<file path="config.mk">
export PLATFORM = sky130hd
export DESIGN_NAME = sha256_block_sequencer
export DESIGN_NICKNAME = d
export VERILOG_FILES = /design/src/rtl/sha256_block_sequencer.sv
export SDC_FILE = /design/constraint.sdc
export NUM_CORES = 2
export LEC_CHECK = 0
export BUFFER_PORTS_ARGS = -buffer_cell sky130_fd_sc_hd__buf_2
export CAP_MARGIN = 20
export CORE_AREA = 2 2 338 340
export DETAILED_ROUTE_END_ITERATION = 10
export DIE_AREA = 0 0 340 342
export PLACE_DENSITY = 0.66
export SYNTH_ARGS = -nofsm -noshare
export SYNTH_HDL_FRONTEND = slang
export SYNTH_SLANG_ARGS = --single-unit
</file>
<file path="constraint.sdc">
create_clock -name clk -period 29.6 [get_ports clk]
set_input_delay 5.92 -clock clk [delete_from_list [all_inputs] [get_ports clk]]
set_output_delay 5.92 -clock clk [all_outputs]
set_load 0.02 [all_outputs]
</file>
<file path="src/rtl/sha256_block_sequencer.sv">
`default_nettype none
// sha256_block_sequencer -- SHA-256 block buffer and round sequencer, rev 1.0
// Feeds an external round engine one block at a time, chains H and presents the digest.
module sha256_block_sequencer #(
   parameter int ROUND_LAT = 2
) (
   input  logic         clk,
   input  logic         rst,
   input  logic         s_valid,
   output logic         s_ready,
   input  logic [31:0]  s_data,
   input  logic         s_last,
   output logic [5:0]   gen_counter,
   output logic [31:0]  gen_word,
   output logic [255:0] gen_hin,
   input  logic [31:0]  gen_aa,
   input  logic [31:0]  gen_ab,
   input  logic [223:0] gen_bh,
   output logic [255:0] digest,
   output logic         digest_valid,
   input  logic         digest_ready,
   output logic         busy
);

   localparam logic [2:0] ST_FILL   = 3'd0;
   localparam logic [2:0] ST_RUN    = 3'd1;
   localparam logic [2:0] ST_DRAIN  = 3'd2;
   localparam logic [2:0] ST_UPDATE = 3'd3;
   localparam logic [2:0] ST_OUT    = 3'd4;

   localparam logic [255:0] IV = {32'h6a09e667, 32'hbb67ae85, 32'h3c6ef372, 32'ha54ff53a,
                                  32'h510e527f, 32'h9b05688c, 32'h1f83d9ab, 32'h5be0cd19};

   localparam int                LAT_W      = (ROUND_LAT <= 2) ? 1 : $clog2(ROUND_LAT);
   localparam logic [LAT_W-1:0]  DRAIN_LAST = LAT_W'((ROUND_LAT > 0) ? ROUND_LAT - 1 : 0);

   logic [2:0]       state_q, state_d;
   logic [3:0]       wcnt_q, wcnt_d;
   logic             last_q, last_d;
   logic [255:0]     h_q, h_d;
   logic [255:0]     digest_q, digest_d;
   logic             dvalid_q, dvalid_d;
   logic [5:0]       ctr_q, ctr_d;
   logic [LAT_W-1:0] drain_q, drain_d;
   logic [31:0]      buf_q [16];
   logic [255:0]     h_sum;

   // Engine returns A as a carry-save pair; both halves fold into H0.
   always_comb begin
      h_sum[255:224] = h_q[255:224] + gen_aa + gen_ab;
      for (int i = 1; i < 8; i++) begin
         h_sum[255-32*i -: 32] = h_q[255-32*i -: 32] + gen_bh[223-32*(i-1) -: 32];
      end
   end

   always_comb begin
      state_d  = state_q;
      wcnt_d   = wcnt_q;
      last_d   = last_q;
      h_d      = h_q;
      digest_d = digest_q;
      dvalid_d = dvalid_q;
      ctr_d    = ctr_q;
      drain_d  = drain_q;
      case (state_q)
         ST_FILL: begin
            if (s_valid) begin
               wcnt_d = wcnt_q + 4'd1;
               if (wcnt_q == 4'd15) begin
                  last_d  = s_last;
                  ctr_d   = 6'd0;
                  state_d = ST_RUN;
               end
            end
         end
         ST_RUN: begin
            if (ctr_q == 6'd63) begin
               drain_d = '0;
               state_d = (ROUND_LAT == 0) ? ST_UPDATE : ST_DRAIN;
            end else begin
               ctr_d = ctr_q + 6'd1;
            end
         end
         ST_DRAIN: begin
            if (drain_q == DRAIN_LAST) begin
               state_d = ST_UPDATE;
            end else begin
               drain_d = drain_q + 1'b1;
            end
         end
         ST_UPDATE: begin
            h_d   = h_sum;
            ctr_d = 6'd0;
            if (last_q) begin
               digest_d = h_sum;
               dvalid_d = 1'b1;
               state_d  = ST_OUT;
            end else begin
               state_d = ST_FILL;
            end
         end
         ST_OUT: begin
            if (digest_ready) begin
               dvalid_d = 1'b0;
               h_d      = IV;
               state_d  = ST_FILL;
            end
         end
         default: state_d = ST_FILL;
      endcase
   end

   always_ff @(posedge clk or posedge rst) begin
      if (rst) begin
         state_q  <= ST_FILL;
         wcnt_q   <= '0;
         last_q   <= 1'b0;
         h_q      <= IV;
         digest_q <= '0;
         dvalid_q <= 1'b0;
         ctr_q    <= '0;
         drain_q  <= '0;
      end else begin
         state_q  <= state_d;
         wcnt_q   <= wcnt_d;
         last_q   <= last_d;
         h_q      <= h_d;
         digest_q <= digest_d;
         dvalid_q <= dvalid_d;
         ctr_q    <= ctr_d;
         drain_q  <= drain_d;
      end
   end

   // Buffer needs no reset: every word is rewritten before it is read.
   always_ff @(posedge clk) begin
      if (state_q == ST_FILL && s_valid) begin
         buf_q[wcnt_q] <= s_data;
      end
   end

   assign s_ready      = (state_q == ST_FILL);
   assign busy         = !(state_q == ST_FILL && wcnt_q == 4'd0);
   assign gen_counter  = (state_q == ST_RUN || state_q == ST_DRAIN) ? ctr_q : 6'd0;
   assign gen_word     = (state_q == ST_RUN && ctr_q[5:4] == 2'b00) ? buf_q[ctr_q[3:0]] : 32'h0;
   assign gen_hin      = h_q;
   assign digest       = digest_q;
   assign digest_valid = dvalid_q;

endmodule
`default_nettype wire

</file>
[Word-level counts from Yosys, hierarchy flattened]
Memories as Yosys holds them, arrays and structs flattened.
Index checks and enable logic that the tools add are counted.
Cells by class
  muxes and demuxes: 23
  reduce and logical (&&, ||, !) cells: 19
  add/sub/neg operators: 12
  eq/ne operators: 13
Operators with widths (count)
  256-bit case mux with 2 select lines: 1
  32-bit adder: 9
  256-bit 2-to-1 mux: 1
  32-bit 2-to-1 mux: 1
  6-bit 2-to-1 mux: 4
  3-bit 2-to-1 mux: 6
  6-bit case mux with 3 select lines: 1
  3-bit case mux with 5 select lines: 1
  2-bit != test (second input constant): 6
  2-bit AND reduction: 4
  6-bit by 1-bit adder with 6-bit output (second input constant): 1
  3-bit by 2-bit == test with 1-bit output (second input constant): 2
  6-bit == test (second input constant): 1
  1-bit 2-to-1 mux: 6
  3-bit AND reduction: 2
  5-bit AND reduction: 1
  4-bit by 1-bit adder with 4-bit output (second input constant): 1
  4-bit == test (second input constant): 1
  4-bit zero test: 1
  1-bit case mux with 2 select lines: 2
  4-bit AND reduction: 1
  2-bit nonzero test: 2
  3-bit by 1-bit == test with 1-bit output (second input constant): 1
  3-bit == test (second input constant): 1
  8 further kinds: 10
Storage, ports and cells
  word-level logic and storage cells: 76
  memories kept: 1
  register bits: 528
  RAM bits: 512
Memory list
  buf_q: words 16, bits a word 32, read ports 1, clocked after memory_dff 0, wr ports 1, RTL line 45  | logic [31:0] buf_q [16];

[Logic depth before layout (Yosys ltp)]
  depth after elaboration: 4
  depth in mapped cells: 16
  depth with buffers taken out: 16

[Worst setup path before layout]
OpenSTA, ideal clock, no wires.
  path kind: in2reg
  from: input s_valid
  to: register last_q
  data required time: 29520 ps
  stages: 3
  path slack: 19736 ps
  arrival: 9784 ps
  path through: nand4_1 nor4_1 mux2_2
Between the ends
  word-level cells in the longest chain between the ends: 1
Ends and longest elaborated chain
  from (decl): RTL line 9  | input logic s_valid,
  3-bit AND reduction (no line)
  to (signal assigned): RTL line 126  | last_q <= last_d;
  to (decl): RTL line 39  | logic last_q, last_d;
No other way between the ends.
A chain may end at the register's enable or synchronous reset.

[Worst setup path in the final report]
  from: register ctr_q[0]
  to: output gen_word[23]
Between the ends
  word-level cells in the longest chain between the ends: 2
Ends and longest elaborated chain
  from (decl): RTL line 43  | logic [5:0] ctr_q, ctr_d;
  from (signal assigned): RTL line 130  | ctr_q <= ctr_d;
  memory 16 x 32 bit
  32-bit 2-to-1 mux: RTL line 145  | assign gen_word = (state_q == ST_RUN && ctr_q[5:4] == 2'b00) ? buf_q[ctr_q[3:0]] : 32'h0;
  to (decl): RTL line 14  | output logic [31:0] gen_word,
No other way between the ends.

==> reports/results.ini <==
[status]
outcome = complete, no violations

[worst_setup_path]
worstPathRequired_ps = 23680
crit_slowest_cell = dfrtp_4
crit_chain = buf_4, buf_4, mux4_2, mux4_2, nor2b_1, buf_2
cp_data_arrival_time_ps = 5000
critPathCaptureType = output pin
critPathBufInv = 3
path_delay_family = buffers and inverters
crit_type = reg -> out
start_kind = register
critPathMaxStageDelay_ps = 970
critPathMaxFanout = 46

[power]
vdd_drop_max_mv = 0.06808
power_density_mw_per_mm2 = 68.30
p_total_uw = 4150
leakage_uw = 0.02528

[detailed_routing]
wire_per_inst_um = 27.36
num_vias = 38010
drtIter0Drc = 3249
drc_errors = 0
dr.pass1.iters = 6
wl_um = 181600
vias_per_cell = 5.726
ant_nets = 0

[sta]
setup_tns_ps = 0
period_share_pct = 36.90
max_freq_ghz = 0.09155
hold_viol_final = 0
finClkSkew_ps = 65.18
finalSetupViolCount = 0
tightestPinTransition_ps = 1386
whs_ps = 468.0
rsz0062_at_grt = false
min_period_ps = 10920
final_max_slew_viol_count = 0
max-slew-margin-rel_pct = 7.617

[die]
die-area_mm2 = 0.1163
core_mm2 = 0.1131
initial_core_util_pct = 44.80
ios = 878
rows = 124
die_h_um = 342
die_w_um = 340

[synthesis]
syn-num-nets = 4768
ys.flop_type = edfxtp_1
synth_top_area_share_pct = 30.34
yosysTopAreaCell = edfxtp_1
synth_edf_count = 512
synth-xor-area-share_pct = 4.267
synth_cell_types = 79
synth.area.mux_share_pct = 7.198
yosys-top-cells-area = edfxtp_1, dfrtp_1, mux4_2
ys_warn_count = 0
synth-seq-cells = 1040
async_flop_share_pct = 50.77
synth-simple-area-share_pct = 8.758
synth_fa_ha_area_share_pct = 7.763
synth_compound_area_share_pct = 13.47
syn_area_mm2 = 0.05067
seq_area_frac_synth_pct = 56.75
syn_inst = 4152
synth_top_family_by_area = compound AO/OA/AOI/OAI gates
syn_avg_cell_area_um2 = 12.20

[placed_design]
portBuffers = 877
dpl.hpwl_um = 132600
gp_congestion = 0.9958
dp.cells = 6405

[grt]
grt_pass1_wl_um = 256600
antenna_found_initial = 50
globalRouteOverflowTotal = 0
grt_start_max_net_pins = 257
grt_pass1_vias = 36160
track_usage_pct = 30.51

[cts]
worst_skew_pair.late_latency_ps = 740
numClockSinks = 1040
cts_tree = done
hold_buffers = 0
cts_resized = 0
clk_pin_slew_ps = 60
htree_levels = 3
cts_root_buffer = clkbuf_16
clockBufferDepth = 3
cts_inserted_buffers = 112
post_cts_buffers = 0

[min_path]
hp-class = reg -> reg

[layout]
fin_nets = 5623
final_layout_size_suffix_gt1_share_pct = 28.10
area_growth_pct = 19.93
layoutNonFillerInstCount = 6637

[job]
maxCapViolations = 0

synthesized netlist by cell type (59+ instances only):
library cell	n
edfxtp_1	512
nand2_1	504
o21ai_0	449
dfrtp_1	392
a21oi_1	329
ha_1	252
nor2_1	240
mux4_2	160
clkbuf_1	159
dfstp_2	136
xnor2_1	125
xor2_1	120
a21o_1	114
inv_1	65
nor2b_1	59
metal layers:
| layer | part of all wire (%) | GRT usage [%] | up-vias | wire (um) |
|---|---|---|---|---|
| met1 | 39 | 39.60 | 18830 | 71110 |
| met4 | 5.9 | 15.45 | 38 | 10740 |
| met5 | 0.24 | 1.266 | - | 434 |
| met2 | 44 | 45.99 | 1670 | 80720 |
| li1 | - | - | 17070 | - |
| met3 | 10 | 9.720 | 398 | 18590 |
logic make-up after synthesis:
family / Yosys count
buffers and inverters: 241
AND/OR/NAND/NOR: 1016
multiplexers: 164
AO/OA/AOI/OAI: 1154
flip-flops: 1040
adder cells (fa/ha/maj): 291
XOR/XNOR: 246
layout by cell type, fill, tap and decap left out, types with 13 or more instances in the layout:
cell type	Yosys	layout
buf_2	0	877
nor3_1	32	28
a21o_1	114	114
clkbuf_1	159	32
and3_1	31	31
o21bai_1	43	43
edfxtp_1	512	512
dfrtp_1	392	389
o21ai_1	14	14
diode_2	0	21
mux4_2	160	160
xnor2_1	125	125
bufinv_16	0	14
o31ai_1	15	15
ha_1	252	252
nand3_1	43	43
o21ai_0	449	448
nand2_1	504	503
and2_1	19	18
o21a_1	26	26
clkbuf_8	0	13
nor2_1	240	228
a31oi_1	26	25
dfstp_2	136	136
clkinv_2	0	17
buf_4	0	34
nor2b_1	59	59
inv_1	65	64
nand4_1	20	20
fa_1	39	39
a21oi_1	329	329
xor2_1	120	120
clkbuf_16	0	113
nand2b_1	31	31
area by class of cell:
| class | instances | area, um2 |
|---|---|---|
| diodes | 21 | 52.55 |
| clock buffers | 158 | 3127 |
| clock inverters | 53 | 768.2 |
| fillers | 9684 | 52340 |
| inverters | 66 | 255.2 |
| multi-input cells | 2871 | 21160 |
| flip-flops and latches | 1040 | 28770 |
| well taps | 1512 | 1892 |
| repair buffers | 916 | 4745 |
sequential cells by signal, summed over array words and instances, names as in the netlist:
register      flops
buf_q           512
digest          256
gen_hin         256
ctr_q             6
wcnt_q            4
state_q           3
digest_valid      1
drain_q           1
last_q            1
worst paths after layout:
kind                              startpoint      endpoint  slack (ps)  depth (start not counted)
worst min register to register     digest[1]     digest[1]         470                          2
worst max-delay path                ctr_q[0]  gen_word[23]       18680                          6
max in group asynchronous                rst      ctr_q[1]       21980                          4
worst max register to register  gen_hin[225]   digest[255]       24930                         14
worst min-delay path               digest[1]     digest[1]         470                          2
min in group asynchronous                rst    digest[87]        5360                          2
where the power goes:
part / switching (uW) / total [uW] / internal (uW)
clock: 612 / 1470 / 863
combinational: 559 / 1000 / 442
sequential: 81.5 / 1670 / 1590
total: 1250 / 4150 / 2900
worst reg2reg max path, cell delays in order (launching register included):
cell and delay, ps:
dfstp_2 670, fa_1 460, ha_1 230, fa_1 460, a21oi_1 200, o21bai_1 150
a211oi_2 380, nor3_1 170, or4_1 560, a41o_1 320, a2111oi_2 370, nor3_1 90
a21oi_1 180, xnor2_1 170, o21ai_1 80
through the flow:
step / util (%) / cell area (um2) / setup slack, ps
final: 53.73 / 60770 / 18680
after global routing: 53.70 / 60740 / 18260
after CTS: 53.68 / 60720 / 18500
after detailed placement: 50.24 / 56820 / 19340
after global placement: 50.24 / 56820 / 19370
after floorplan: - / 50670 / 9152
No activity file was read; power rests on OpenSTA's default activity.
